## src/rtl/alu_operand_stage.sv

```systemverilog
// ID/EX operand stage: registers decoded operands, maps funct3/funct7/class to the ALU opcode,
// forwards MEM/WB results and inserts a bubble on load-use. Optional macro: OPSTAGE_PERF_EN (stall counter).
module alu_operand_stage #(
   parameter int XLEN    = 32,
   parameter int RADDR_W = 5
) (
   input  logic               i_clk,
   input  logic               i_rst_n,
   input  logic               i_flush,
   input  logic               i_id_valid,
   output logic               o_id_ready,
   input  logic [XLEN-1:0]    i_id_pc,
   input  logic [RADDR_W-1:0] i_id_rs1,
   input  logic [RADDR_W-1:0] i_id_rs2,
   input  logic [XLEN-1:0]    i_id_rs1_data,
   input  logic [XLEN-1:0]    i_id_rs2_data,
   input  logic [RADDR_W-1:0] i_id_rd,
   input  logic [XLEN-1:0]    i_id_imm,
   input  logic [2:0]         i_id_funct3,
   input  logic               i_id_f7b5,
   input  logic [2:0]         i_id_class,
   input  logic               i_id_is_load,
   input  logic               i_ex_ready,
   output logic               o_ex_valid,
   output logic [RADDR_W-1:0] o_ex_rd,
   output logic [XLEN-1:0]    o_ex_pc,
   output logic [3:0]         o_opcode,
   output logic [XLEN-1:0]    o_alu_a,
   output logic [XLEN-1:0]    o_alu_b,
   output logic [XLEN-1:0]    o_ex_store_data,
   input  logic               i_mem_we,
   input  logic [RADDR_W-1:0] i_mem_rd,
   input  logic [XLEN-1:0]    i_mem_data,
   input  logic               i_wb_we,
   input  logic [RADDR_W-1:0] i_wb_rd,
   input  logic [XLEN-1:0]    i_wb_data
`ifdef OPSTAGE_PERF_EN
   ,
   output logic [31:0]        o_stall_cnt
`endif
);

   localparam logic [3:0] OP_NONE = 4'd0;
   localparam logic [3:0] OP_ADD  = 4'd1;
   localparam logic [3:0] OP_SUB  = 4'd2;
   localparam logic [3:0] OP_AND  = 4'd3;
   localparam logic [3:0] OP_OR   = 4'd4;
   localparam logic [3:0] OP_XOR  = 4'd5;
   localparam logic [3:0] OP_SLL  = 4'd6;
   localparam logic [3:0] OP_SRA  = 4'd7;
   localparam logic [3:0] OP_SRL  = 4'd8;
   localparam logic [3:0] OP_SLT  = 4'd9;
   localparam logic [3:0] OP_SLTU = 4'd10;

   localparam logic [RADDR_W-1:0] X0     = {RADDR_W{1'b0}};
   localparam logic [XLEN-1:0]    ZERO_W = {XLEN{1'b0}};
   localparam logic [XLEN-1:0]    FOUR_W = {{(XLEN-3){1'b0}}, 3'b100};

   // Shared ALU-class decode; the I-type variant ignores funct7[5] for ADD.
   function automatic logic [3:0] alu_decode(input logic [2:0] cls, input logic [2:0] f3,
                                             input logic f7b5);
      logic [3:0] op;
      op = OP_NONE;
      case (cls)
         3'd0, 3'd1: begin
            case (f3)
               3'b000:  op = (f7b5 && (cls == 3'd0)) ? OP_SUB : OP_ADD;
               3'b001:  op = OP_SLL;
               3'b010:  op = OP_SLT;
               3'b011:  op = OP_SLTU;
               3'b100:  op = OP_XOR;
               3'b101:  op = f7b5 ? OP_SRA : OP_SRL;
               3'b110:  op = OP_OR;
               3'b111:  op = OP_AND;
               default: op = OP_NONE;
            endcase
         end
         3'd2, 3'd3, 3'd4, 3'd6: op = OP_ADD;
         3'd5: begin
            case (f3)
               3'b000, 3'b001: op = OP_SUB;
               3'b100, 3'b101: op = OP_SLT;
               3'b110, 3'b111: op = OP_SLTU;
               default:        op = OP_NONE;
            endcase
         end
         default: op = OP_NONE;
      endcase
      return op;
   endfunction

   logic               r_valid;
   logic [XLEN-1:0]    r_pc;
   logic [RADDR_W-1:0] r_rd;
   logic [RADDR_W-1:0] r_rs1;
   logic [RADDR_W-1:0] r_rs2;
   logic [XLEN-1:0]    r_rs1_data;
   logic [XLEN-1:0]    r_rs2_data;
   logic [XLEN-1:0]    r_imm;
   logic [2:0]         r_class;
   logic [3:0]         r_opcode;
   logic               r_is_load;

   logic               w_adv;
   logic               w_haz;
   logic               w_rs2_used;
   logic               w_id_ready;
   logic [XLEN-1:0]    w_fwd_rs1;
   logic [XLEN-1:0]    w_fwd_rs2;
   logic [XLEN-1:0]    w_alu_a;
   logic [XLEN-1:0]    w_alu_b;

   // Handshake and load-use hazard detection against the instruction in EX.
   always_comb begin
      w_adv      = !r_valid || i_ex_ready;
      w_rs2_used = (i_id_class == 3'd0) || (i_id_class == 3'd2) || (i_id_class == 3'd5);
      w_haz      = r_valid && r_is_load && (r_rd != X0) &&
                   ((r_rd == i_id_rs1) || ((r_rd == i_id_rs2) && w_rs2_used));
      w_id_ready = w_adv && !w_haz && !i_flush;
   end

   // Stage register: flush beats capture, capture beats bubble, otherwise hold.
   always_ff @(posedge i_clk) begin
      if (!i_rst_n) begin
         r_valid    <= 1'b0;
         r_pc       <= ZERO_W;
         r_rd       <= X0;
         r_rs1      <= X0;
         r_rs2      <= X0;
         r_rs1_data <= ZERO_W;
         r_rs2_data <= ZERO_W;
         r_imm      <= ZERO_W;
         r_class    <= 3'd0;
         r_opcode   <= OP_NONE;
         r_is_load  <= 1'b0;
      end else if (i_flush) begin
         r_valid <= 1'b0;
      end else if (i_id_valid && w_id_ready) begin
         r_valid    <= 1'b1;
         r_pc       <= i_id_pc;
         r_rd       <= i_id_rd;
         r_rs1      <= i_id_rs1;
         r_rs2      <= i_id_rs2;
         r_rs1_data <= i_id_rs1_data;
         r_rs2_data <= i_id_rs2_data;
         r_imm      <= i_id_imm;
         r_class    <= i_id_class;
         r_opcode   <= alu_decode(i_id_class, i_id_funct3, i_id_f7b5);
         r_is_load  <= i_id_is_load;
      end else if (w_adv) begin
         r_valid <= 1'b0;
      end else begin
         r_valid <= r_valid;
      end
   end

   // Forwarding: MEM has the younger result so it wins over WB; x0 is never forwarded.
   always_comb begin
      if (i_mem_we && (i_mem_rd == r_rs1) && (r_rs1 != X0)) begin
         w_fwd_rs1 = i_mem_data;
      end else if (i_wb_we && (i_wb_rd == r_rs1) && (r_rs1 != X0)) begin
         w_fwd_rs1 = i_wb_data;
      end else begin
         w_fwd_rs1 = r_rs1_data;
      end
      if (i_mem_we && (i_mem_rd == r_rs2) && (r_rs2 != X0)) begin
         w_fwd_rs2 = i_mem_data;
      end else if (i_wb_we && (i_wb_rd == r_rs2) && (r_rs2 != X0)) begin
         w_fwd_rs2 = i_wb_data;
      end else begin
         w_fwd_rs2 = r_rs2_data;
      end
   end

   // Operand selection by instruction class.
   always_comb begin
      case (r_class)
         3'd3:       w_alu_a = ZERO_W;
         3'd4, 3'd6: w_alu_a = r_pc;
         default:    w_alu_a = w_fwd_rs1;
      endcase
      case (r_class)
         3'd1, 3'd2, 3'd3, 3'd4: w_alu_b = r_imm;
         3'd6:                   w_alu_b = FOUR_W;
         default:                w_alu_b = w_fwd_rs2;
      endcase
   end

   assign o_id_ready      = w_id_ready;
   assign o_ex_valid      = r_valid;
   assign o_ex_rd         = r_rd;
   assign o_ex_pc         = r_pc;
   assign o_opcode        = r_opcode;
   assign o_alu_a         = w_alu_a;
   assign o_alu_b         = w_alu_b;
   assign o_ex_store_data = w_fwd_rs2;

`ifdef OPSTAGE_PERF_EN
   logic [31:0] r_stall_cnt;

   // Count cycles where decode offers but is refused; wraps naturally.
   always_ff @(posedge i_clk) begin
      if (!i_rst_n) begin
         r_stall_cnt <= 32'd0;
      end else if (i_id_valid && !w_id_ready) begin
         r_stall_cnt <= r_stall_cnt + 32'd1;
      end else begin
         r_stall_cnt <= r_stall_cnt;
      end
   end

   assign o_stall_cnt = r_stall_cnt;
`endif

endmodule

```

## config.mk

```make
export PLATFORM = sky130hd
export DESIGN_NAME = alu_operand_stage
export DESIGN_NICKNAME = d
export VERILOG_FILES = /design/src/rtl/alu_operand_stage.sv
export SDC_FILE = /design/constraint.sdc
export NUM_CORES = 1
export LEC_CHECK = 0
export CORE_MARGIN = 4
export CORE_UTILIZATION = 36
export CTS_CLUSTER_DIAMETER = 150
export CTS_CLUSTER_SIZE = 16
export DETAILED_ROUTE_END_ITERATION = 8
export PLACE_DENSITY = 0.88
export SLEW_MARGIN = 20
export SYNTH_ARGS = -nofsm -noshare
export SYNTH_HDL_FRONTEND = slang
export SYNTH_SLANG_ARGS = --single-unit
```

## constraint.sdc

```tcl
create_clock -name i_clk -period 2.19 [get_ports i_clk]
set_input_delay 0.438 -clock i_clk [delete_from_list [all_inputs] [get_ports i_clk]]
set_output_delay 0.438 -clock i_clk [all_outputs]
set_load 0.005 [all_outputs]
```

==> results by group <==
Run
  – Maxcap violations: 0

GRT
  – Initial antenna violation count: 4
  – Vias in the first global route: 8329
  – All-layer global routing usage: 29.9%
  – First-pass GRT wire length: 50600 um
  – Largest net degree at the start of global routing: 49
  – Congestion Overflow GR: 0

Worst setup path
  – Required time of the critical path: 1.75 ns
  – WP buf/inv: 6
  – Worst reg-to-reg setup slack: -0.27 ns
  – Reg2reg start: o_ex_rd[1]
  – Max FO, Critical Path: 6
  – Worst path depth: 12
  – Crit path largest cell delay: 0.54 ns
  – Arrival time at the worst endpoint: 2.83 ns
  – Critical path launch point type: flop
  – Crit end category: output pin
  – Slowest CP cell: or4_4
  – Critical path class: flop to output pin
  – Top delay family on crit path: simple AND/OR/NAND/NOR gates
  – FF-to-FF End: o_ex_valid
  – R2R cell count: 14
  – Crit-path cells: or4_4 > nor2_4 > nor4_4 > buf_12 > buf_12 > buf_16 > buf_6 > buf_6 > mux2i_1 > o21ai_2 > o32a_1 > buf_2

Routing
  – Detailed router's first-iteration violation count: 832
  – DRT Pass-1 Iters: 6
  – # DRC: 0
  – Routed Antenna Nets: 0
  – Final WL: 36400 um
  – Wire per inst: 24.0 um
  – Vias: 8556
  – Via density: 5.64

CTS
  – Root buffer cell: clkbuf_16
  – CTS H-tree lvls: 4
  – Number of hold buffers added after cts: 0
  – TritonCTS buffer count: 17
  – CTS max path bufs: 2
  – Clock sink total: 152
  – Clock-pin slew on the worst setup and hold paths: 0.06 ns
  – Clk Latency, worst-skew pair: 0.44 ns
  – CTS tree: yes

STA
  – Max_slew headroom: 67.4%
  – Max-slew violations: 0
  – Crit path time final: 3.27 ns
  – Hold Violations, Final: 0
  – Final worst slack: -1.08 ns
  – Fin crit share: 149%
  – Setup TNS: -82.89 ns
  – FMAX: 0.306 GHz
  – Setup violators final: 98
  – Clock skew: 0.0105 ns
  – Worst Max-Slew Pin Slew: 0.488 ns
  – RSZ-0062 raised after global routing: true

Synth
  – Largest family of logic cells by synthesized area: compound AO/OA/AOI/OAI gates
  – Synth warn: 0
  – Area leader, netlist: dfxtp_1
  – Synth Area per Inst: 9.96 um^2
  – Post-Synthesis Cell Area: 7190 um^2
  – Synth Area in Compound Gates: 32.1%
  – Post-synthesis register bit count: 152
  – Register area share after synthesis: 42.3%
  – Post-synthesis simple-gate area fraction: 7.08%
  – Mux share of post-synthesis cell area: 9.33%
  – Synth area leaders: dfxtp_1 42%, a22o_1 26%, mux2i_1 9.3%
  – Synthesized net count: 954
  – Post-Synth Adder-Cell Area: 0%
  – Synth cell types: 42
  – Syn Inst Count: 722
  – Synth top area share: 42.3%
  – Post-Synth XOR/XNOR Area: 3.78%

Power
  – Pleak: 5.64 nW
  – Power consumption: 7.87 mW
  – Peak supply drop: 0.468 mV
  – Pwr/cell area: 572 nW/um^2

Cells and area
  – Area Overhead vs Synth: 91.4%
  – Fin cells: 1517
  – Final net count: 1468
  – Most common cell after layout, fill and taps aside: clkdlybuf4s50_1
  – Most frequent cells in the layout: 264 x clkdlybuf4s50_1, 210 x a22o_1, 142 x dfxtp_1
  – Layout cells sized above 1: 34.4%

Place
  – GP Congestion: 0.902
  – I/O Buffers: 370
  – Setup WS pre-CTS: -1.43 ns
  – Dpl cells: 1409
  – Dpl hpwl: 25800 um

Floorplan
  – Die Wd: 149 um
  – Boundary pin count: 371
  – FP Rows: 51
  – Die area: 22300 um^2
  – Starting Density: 36.8%
  – Die Ht: 149 um
  – Core region area: 19500 um^2

Worst hold path
  – Hold path depth: 2
  – Hold/Removal Path Class: flop to flop
  – Worst Hold Launch: o_opcode[3]
  – Hold-critical path endpoint: o_opcode[3]

Outcome
  – Failing checks: setup timing
  – Status: finished with violations
worst register-to-register path, stage by stage, from the launching register on:
cell and delay [ns]:
dfxtp_2 0.33, xnor2_1 0.26, o2111ai_2 0.21, o22ai_2 0.23, nand2_1 0.10, buf_4 0.14, buf_4 0.12, buf_4 0.12
buf_4 0.12, buf_4 0.12, buf_4 0.12, buf_4 0.12, buf_4 0.12, a22oi_1 0.15, nor3b_1 0.07
sequential cells by signal (all words and copies together), names as in the netlist:
signal / flops
r_is_load: 1
r_rs1_data: 32
r_class: 3
o_ex_pc: 32
r_rs2_data: 32
r_rs1: 5
o_ex_rd: 5
r_imm: 32
r_rs2: 5
o_ex_valid: 1
o_opcode: 4
synthesized netlist by cell type:
cell / instances
a22o_1: 210
nand2_1: 72
a221oi_1: 1
a22oi_1: 1
or2_2: 1
o32a_1: 1
mux2i_1: 67
o21a_1: 2
o21ai_0: 45
a21oi_1: 5
nand4_1: 4
xor2_1: 8
o311a_1: 1
o2111ai_1: 1
nor2b_1: 4
nor2_2: 1
o22ai_1: 1
nor2_1: 10
and3_1: 1
xnor2_1: 23
o311ai_0: 1
nor3b_1: 1
inv_1: 4
or4_1: 2
buf_6: 11
nor4_2: 3
nor3_1: 1
or3_1: 1
buf_1: 3
a21o_1: 1
clkbuf_1: 28
a21oi_4: 1
dfxtp_1: 152
o21ai_1: 23
nand3_1: 2
o211ai_1: 1
nand4b_1: 1
nor4_4: 1
and3b_1: 1
buf_2: 18
and2_1: 2
buf_4: 5
through the flow:
step                instance area (um^2)  util (%)  hold WS, ns
floorplan                           7250         -        0.441
global placement                   12100      61.7        0.450
detailed placement                 12100      61.7        0.457
CTS                                13300      67.9        0.470
global route                       13800      70.5        0.490
finish                             13800      70.5        0.474
final cells by class:
| class | instances | area (um^2) |
|---|---|---|
| antenna | 4 | 10.0 |
| clock buffer | 17 | 425 |
| clock inverter | 14 | 175 |
| fill | 1385 | 5770 |
| inverter | 4 | 15.0 |
| multi-input combinational | 501 | 4360 |
| sequential | 152 | 3060 |
| tap | 265 | 332 |
| timing repair buffer | 560 | 5390 |
worst max path at each step:
stage          startpoint          end  slack [ns]
6_report         r_rs2[1]   o_alu_b[2]       -1.08
5_1_grt          r_rs2[1]   o_alu_b[2]       -1.16
4_1_cts          r_rs1[1]   o_alu_a[8]       -1.13
2_1_floorplan    r_rs1[1]  o_alu_a[10]      -0.007
3_3_place_gp   i_wb_rd[2]   o_alu_a[8]       -1.37
3_5_place_dp   i_wb_rd[0]   o_alu_a[8]       -1.43
where the power goes:
group / switching, mW / internal (mW) / total, mW
Combinational: 0.713 / 1.04 / 1.75
Clock: 1.30 / 1.80 / 3.09
Sequential: 0.120 / 2.90 / 3.02
layer usage:
metal  share of wire, %  global-route usage, %
met1                 41                   39.3
met2                 46                   47.9
met3                9.2                   7.90
met4                3.7                   10.2
met5                  0                      0
kinds of logic after synthesis:
kind of cell | Yosys count
buffers and inverters | 69
and+or+nand+nor | 108
DFF | 152
muxes | 67
AOI/OAI and AO/OA | 295
xor gates and xnor gates | 31
what timing repair did:
item | in CTS | in global routing
resized for setup | 448 | 138
endpoints found under the setup margin | 243 | 238
cloned | 3 | 5
buffers inserted | 55 | 22
pin swaps | 69 | 83
hold endpoints to repair | 0 | 0
(Power assumes the default switching activity.)
